$ cat src/rtl/mem_addr_bus_arbiter.sv
// ---------------------------------------------------------------------------
// mem_addr_bus_arbiter : registered PC/data arbiter for one memory address bus
// Optional: MEM_ARB_FAIR_EN enables alternating priority on ties.   Rev 1.0
// ---------------------------------------------------------------------------
`default_nettype none

module mem_addr_bus_arbiter #(
  parameter int ADDR_WIDTH  = 16,
  parameter int WAIT_STATES = 1,
  parameter int TIMEOUT     = 64
) (
  input  logic                  clk,
  input  logic                  rst_n,
  input  logic                  pc_req,
  input  logic [ADDR_WIDTH-1:0] pc_addr,
  output logic                  pc_ack,
  input  logic                  data_req,
  input  logic                  data_we,
  input  logic [ADDR_WIDTH-1:0] data_addr,
  output logic                  data_ack,
  output logic [ADDR_WIDTH-1:0] mem_addr_out,
  output logic                  mem_en,
  output logic                  mem_we,
  input  logic                  mem_ready,
  output logic                  bus_owner,
  output logic                  busy,
  output logic                  err
);

  localparam int TO_W = (TIMEOUT > 2) ? $clog2(TIMEOUT) : 1;

  localparam logic [1:0]      ST_IDLE   = 2'd0;
  localparam logic [1:0]      ST_ACCESS = 2'd1;
  localparam logic [1:0]      ST_RESP   = 2'd2;
  localparam logic [3:0]      WAIT_INIT = 4'(WAIT_STATES);
  localparam logic [TO_W-1:0] TO_LAST   = TO_W'(TIMEOUT - 1);
  localparam logic [TO_W-1:0] TO_ONE    = TO_W'(1);

  logic [1:0]            state_q, state_d;
  logic [ADDR_WIDTH-1:0] addr_q,  addr_d;
  logic                  we_q,    we_d;
  logic                  owner_q, owner_d;
  logic [3:0]            wait_q,  wait_d;
  logic [TO_W-1:0]       to_q,    to_d;
  logic                  err_q,   err_d;
  logic                  pick_data;

`ifdef MEM_ARB_FAIR_EN
  logic last_owner_q, last_owner_d;

  // On a tie the requester that did not own the previous access wins.
  assign pick_data = data_req && (!pc_req || !last_owner_q);

  always_comb begin
    last_owner_d = last_owner_q;
    if (state_q == ST_IDLE && (data_req || pc_req)) last_owner_d = pick_data;
  end

  always_ff @(posedge clk) begin
    if (!rst_n) last_owner_q <= 1'b0;
    else        last_owner_q <= last_owner_d;
  end
`else
  assign pick_data = data_req;
`endif

  always_comb begin
    state_d = state_q;
    addr_d  = addr_q;
    we_d    = we_q;
    owner_d = owner_q;
    wait_d  = wait_q;
    to_d    = to_q;
    err_d   = err_q;
    case (state_q)
      ST_IDLE: begin
        if (data_req || pc_req) begin
          state_d = ST_ACCESS;
          owner_d = pick_data;
          addr_d  = pick_data ? data_addr : pc_addr;
          we_d    = pick_data & data_we;
          wait_d  = WAIT_INIT;
          to_d    = '0;
          err_d   = 1'b0;
        end
      end
      ST_ACCESS: begin
        if (wait_q != 4'd0) wait_d = wait_q - 4'd1;
        // Completion is checked first so it beats a coincident timeout.
        if (wait_q == 4'd0 && mem_ready) begin
          state_d = ST_RESP;
        end else if (to_q == TO_LAST) begin
          state_d = ST_RESP;
          err_d   = 1'b1;
        end else begin
          to_d = to_q + TO_ONE;
        end
      end
      ST_RESP: state_d = ST_IDLE;
      default: state_d = ST_IDLE;
    endcase
  end

  always_ff @(posedge clk) begin
    if (!rst_n) begin
      state_q <= ST_IDLE;
      addr_q  <= '0;
      we_q    <= 1'b0;
      owner_q <= 1'b0;
      wait_q  <= 4'd0;
      to_q    <= '0;
      err_q   <= 1'b0;
    end else begin
      state_q <= state_d;
      addr_q  <= addr_d;
      we_q    <= we_d;
      owner_q <= owner_d;
      wait_q  <= wait_d;
      to_q    <= to_d;
      err_q   <= err_d;
    end
  end

  assign mem_en       = (state_q == ST_ACCESS);
  assign mem_we       = we_q & mem_en;
  assign mem_addr_out = addr_q;
  assign bus_owner    = owner_q;
  assign busy         = (state_q != ST_IDLE);
  assign pc_ack       = (state_q == ST_RESP) & ~owner_q;
  assign data_ack     = (state_q == ST_RESP) &  owner_q;
  assign err          = (state_q == ST_RESP) &  err_q;

endmodule

`default_nettype wire

$ cat config.mk
export PLATFORM = sky130hd
export DESIGN_NAME = mem_addr_bus_arbiter
export DESIGN_NICKNAME = d
export VERILOG_FILES = /design/src/rtl/mem_addr_bus_arbiter.sv
export SDC_FILE = /design/constraint.sdc
export NUM_CORES = 1
export LEC_CHECK = 0
export ABC_AREA = 1
export CAP_MARGIN = 10
export CORE_ASPECT_RATIO = 1.2
export CORE_MARGIN = 2
export CORE_UTILIZATION = 30
export DETAILED_ROUTE_END_ITERATION = 10
export PLACE_DENSITY = 0.59
export SYNTH_ARGS = -nofsm -noshare
export SYNTH_HDL_FRONTEND = slang
export SYNTH_SLANG_ARGS = --single-unit
$ cat constraint.sdc
create_clock -name clk -period 2.2 [get_ports clk]
set_input_delay 0.44 -clock clk [delete_from_list [all_inputs] [get_ports clk]]
set_output_delay 0.44 -clock clk [all_outputs]
set_load 0.005 [all_outputs]
==> qor.csv <==
stage,metric,value,unit
global_route,Total GRT Usage,15.2,%
synthesis,Yosys cell types,32,
clock_network,"Reg clk slew, reported paths",0.06,ns
layout,Final nets,307,
clock_network,TritonCTS buffer count,5,
sta,final worst-path cycle share,93.3,%
power,Leak,0.871,nW
global_route,GR met1 Demand/Resource,15.3,%
clock_network,post-CTS sizing,0,
synthesis,Yosys reg bits,31,
sta,clk_skew,0.00365,ns
detailed_routing,DR iter-0 viols,35,
global_route,number of global-route vias before repair,1522,
synthesis,Ys Warns,0,
synthesis,Area contributors post-synth,"dfxtp_1 41%, nand2_1 14%, a31oi_1 7.0%",
floorplan,Initial Util,30.8,%
detailed_routing,vias after detailed routing,1514,
synthesis,"FFs w/ async S/R, synth",0,%
place,dpl hpwl,2880,µm
floorplan,Die Width,68.8,µm
layout,FF/Latch Area,621,µm²
sta,"Hold Vio Cnt, Final",0,
sta,RSZ-0062 raised after global routing,false,
sta,Final Setup Violations,0,
setup_path,Arrival @ worst endpoint,1.61,ns
synthesis,Yosys top cell area share,41.0,%
min_path,Hold WC Path Type,reg2reg,
clock_network,CTS tree,yes,
layout,share of cells above drive strength 1,9.81,%
detailed_routing,drt total wl,3740,µm
clock_network,H-Tree Depth,2,
setup_path,Required @ worst endpoint,1.76,ns
min_path,WHS Path Cells,2,
global_route,met2 Track Usage GR,25.6,%
synthesis,predominant post-synthesis flop cell,dfxtp_1,
synthesis,post-synth top area cell,dfxtp_1,
detailed_routing,wire per inst,11.5,µm
detailed_routing,drt first pass iters,4,
setup_path,Reg-to-Reg Start,to_q[0]$_SDFFE_PN0P_,
flow_run,MaxCap Viol Count,0,
place,Placed Area,0.00216,mm²
setup_path,R2R setup slack,0.74,ns
setup_path,Worst R2R End,to_q[4]$_SDFFE_PN0P_,
layout,# diodes,0,
detailed_routing,Routed Antenna Nets,0,
setup_path,slowest CP cell,clkdlybuf4s50_1,
global_route,largest net degree at the start of global routing,34,
global_route,first-pass GRT wire length,6370,µm
global_route,met3 usage,7.26,%
sta,Setup Total Neg Slack,0,ns
place,pre-CTS WS,0.442,ns
layout,synth-to-layout area growth,47.8,%
global_route,antenna violations before repair,0,
sta,Tightest Pin Transition,0.290,ns
sta,fmax,0.487,GHz
synthesis,Synth top cells by count,"57 x nand2_1, 31 x dfxtp_1, 17 x a31oi_1",
clock_network,post-CTS setup buffers,0,
synthesis,Netlist Area Pre-Place,0.00151,mm²
setup_path,"slowest stage delay, CP",0.50,ns
layout,multi-input logic area,757,µm²
synthesis,Gate Count Post-Synth,202,
setup_path,CP most frequent cell,inv_1,
layout,cell area after layout,0.00224,mm²
setup_path,crit end category,primary output,
sta,slew margin rel.,80.6,%
min_path,Hold Crit Start,we_q$_SDFFE_PN0P_,
synthesis,Mapped Avg Cell Area,7.49,µm²
place,gpl congestion,0.810,
setup_path,Setup CP Type,reg2out,
sta,"Slew Viols, Final",0,
setup_path,Crit Path Max Fanout,6,
clock_network,Hold Buf Count CTS,0,
clock_network,clk_lat worst skew,0.28,ns
run_status,status,finished clean,
power,pwr dens,685,mW/mm²
min_path,WHS Endpoint,we_q$_SDFFE_PN0P_,
global_route,GR peak layer,met2,
detailed_routing,Remaining DRCs,0,
floorplan,Die Y,81.8,µm
detailed_routing,Vias/cell,4.66,
global_route,GR Overflow Total,0,
layout,# fillers,502,
synthesis,synthesized net count,243,
clock_network,clock tree buffer depth,2,
place,I/O Buffers,60,
synthesis,Post-synth EDFFs,0,
clock_network,clock sink count,31,
power,Pwr Total,1.53,mW
floorplan,Boundary Pins,61,
synthesis,most frequent cell after synthesis,nand2_1,
setup_path,CP Cell Sequence,inv_1 -> nor2_4 -> inv_1 -> nor2_1 -> clkdlybuf4s50_1,
setup_path,startpoint types,flip-flop,
floorplan,Core Box Area,0.00490,mm²
power,Max IR drop VDD,330,µV
synthesis,sequential area share after synthesis,41.0,%
sta,Period minus WS final,2.05,ns
floorplan,DIE AREA,0.00563,mm²
sta,Final WS setup,0.147,ns
clock_network,clock root cell,clkbuf_8,
floorplan,# rows,28,
setup_path,r2r worst-path depth,8,
where the power goes:
group / switching [mW] / internal (mW) / total (mW)
clock network: 0.193 / 0.210 / 0.403
registers: 0.0411 / 0.627 / 0.668
logic: 0.220 / 0.240 / 0.460
total: 0.455 / 1.08 / 1.53
placed cells by master (no fill, tap or decap):
cell type and instances:
a21oi_2 1, nand2_4 1, o22ai_2 1, a21oi_1 7
o21ai_4 1, nand2_2 1, nor3b_1 1, clkinv_1 1
clkdlybuf4s50_1 60, o21bai_1 1, nand3_1 11, ha_1 3
nor2_2 1, o21ai_0 4, nand3_2 1, buf_4 5
o22ai_1 1, o21ai_1 10, dfxtp_1 31, a31oi_1 17
nand2_1 57, nand3b_1 1, o21ai_2 5, inv_2 1
inv_1 15, nand4_1 1, nor2_4 2, inv_6 1
clkbuf_8 5, nor3_1 2, clkbuf_1 1, nor2_1 15
per-stage QoR:
step	utilization, %	std cells	hold slack (ns)
4_1_cts	45.6	325	0.483
2_1_floorplan	-	202	0.448
3_5_place_dp	44.1	319	0.472
6_report	45.6	325	0.473
5_1_grt	45.6	325	0.510
3_3_place_gp	44.1	319	0.464
layer usage:
| layer | wire, µm | part of all wire [%] |
|---|---|---|
| met5 | 0 | 0 |
| met4 | 98 | 2.6 |
| met3 | 354 | 9.5 |
| met2 | 1800 | 48 |
| met1 | 1500 | 40 |
cell type report:
class | instances | area share, %
sequential | 31 | 27.8
timing repair buffer | 65 | 28.5
tap | 60 | 3.36
clock buffer | 6 | 3.25
multi-input combinational | 145 | 33.9
inverter | 18 | 3.25
kinds of logic after synthesis:
family / share of synthesized area (%)
AOI/OAI and AO/OA: 20.3
adders and majority gates: 2.48
buffers and inverters: 8.93
and+or+nand+nor: 27.3
DFF: 41.0
critical path: cells and delay by family (launching register included):
kind	cells	cell delay (ns)
AND/OR/NAND/NOR	2	0.28
flip-flops	1	0.35
buffers and inverters	3	0.72
worst max path at each step:
stage / slack [ns] / start / depth (start not counted) / endpoint
final: 0.15 / state_q[0]$_SDFFE_PN0P_ / 5 / mem_we
after global routing: 0.01 / state_q[0]$_SDFFE_PN0P_ / 5 / mem_we
after CTS: 0.11 / state_q[0]$_SDFFE_PN0P_ / 5 / mem_we
after detailed placement: 0.44 / state_q[0]$_SDFFE_PN0P_ / 5 / mem_we
after global placement: 0.47 / state_q[0]$_SDFFE_PN0P_ / 5 / mem_we
after floorplan: 0.84 / data_req / 6 / mem_addr_out[0]$_SDFFE_PN0P_
state kept, by name (all words and copies together) (netlist names):
register,count
mem_addr_out,16
bus_owner,1
we_q,1
to_q,6
err_q,1
wait_q,4
state_q,2
(Power assumes the default switching activity.)
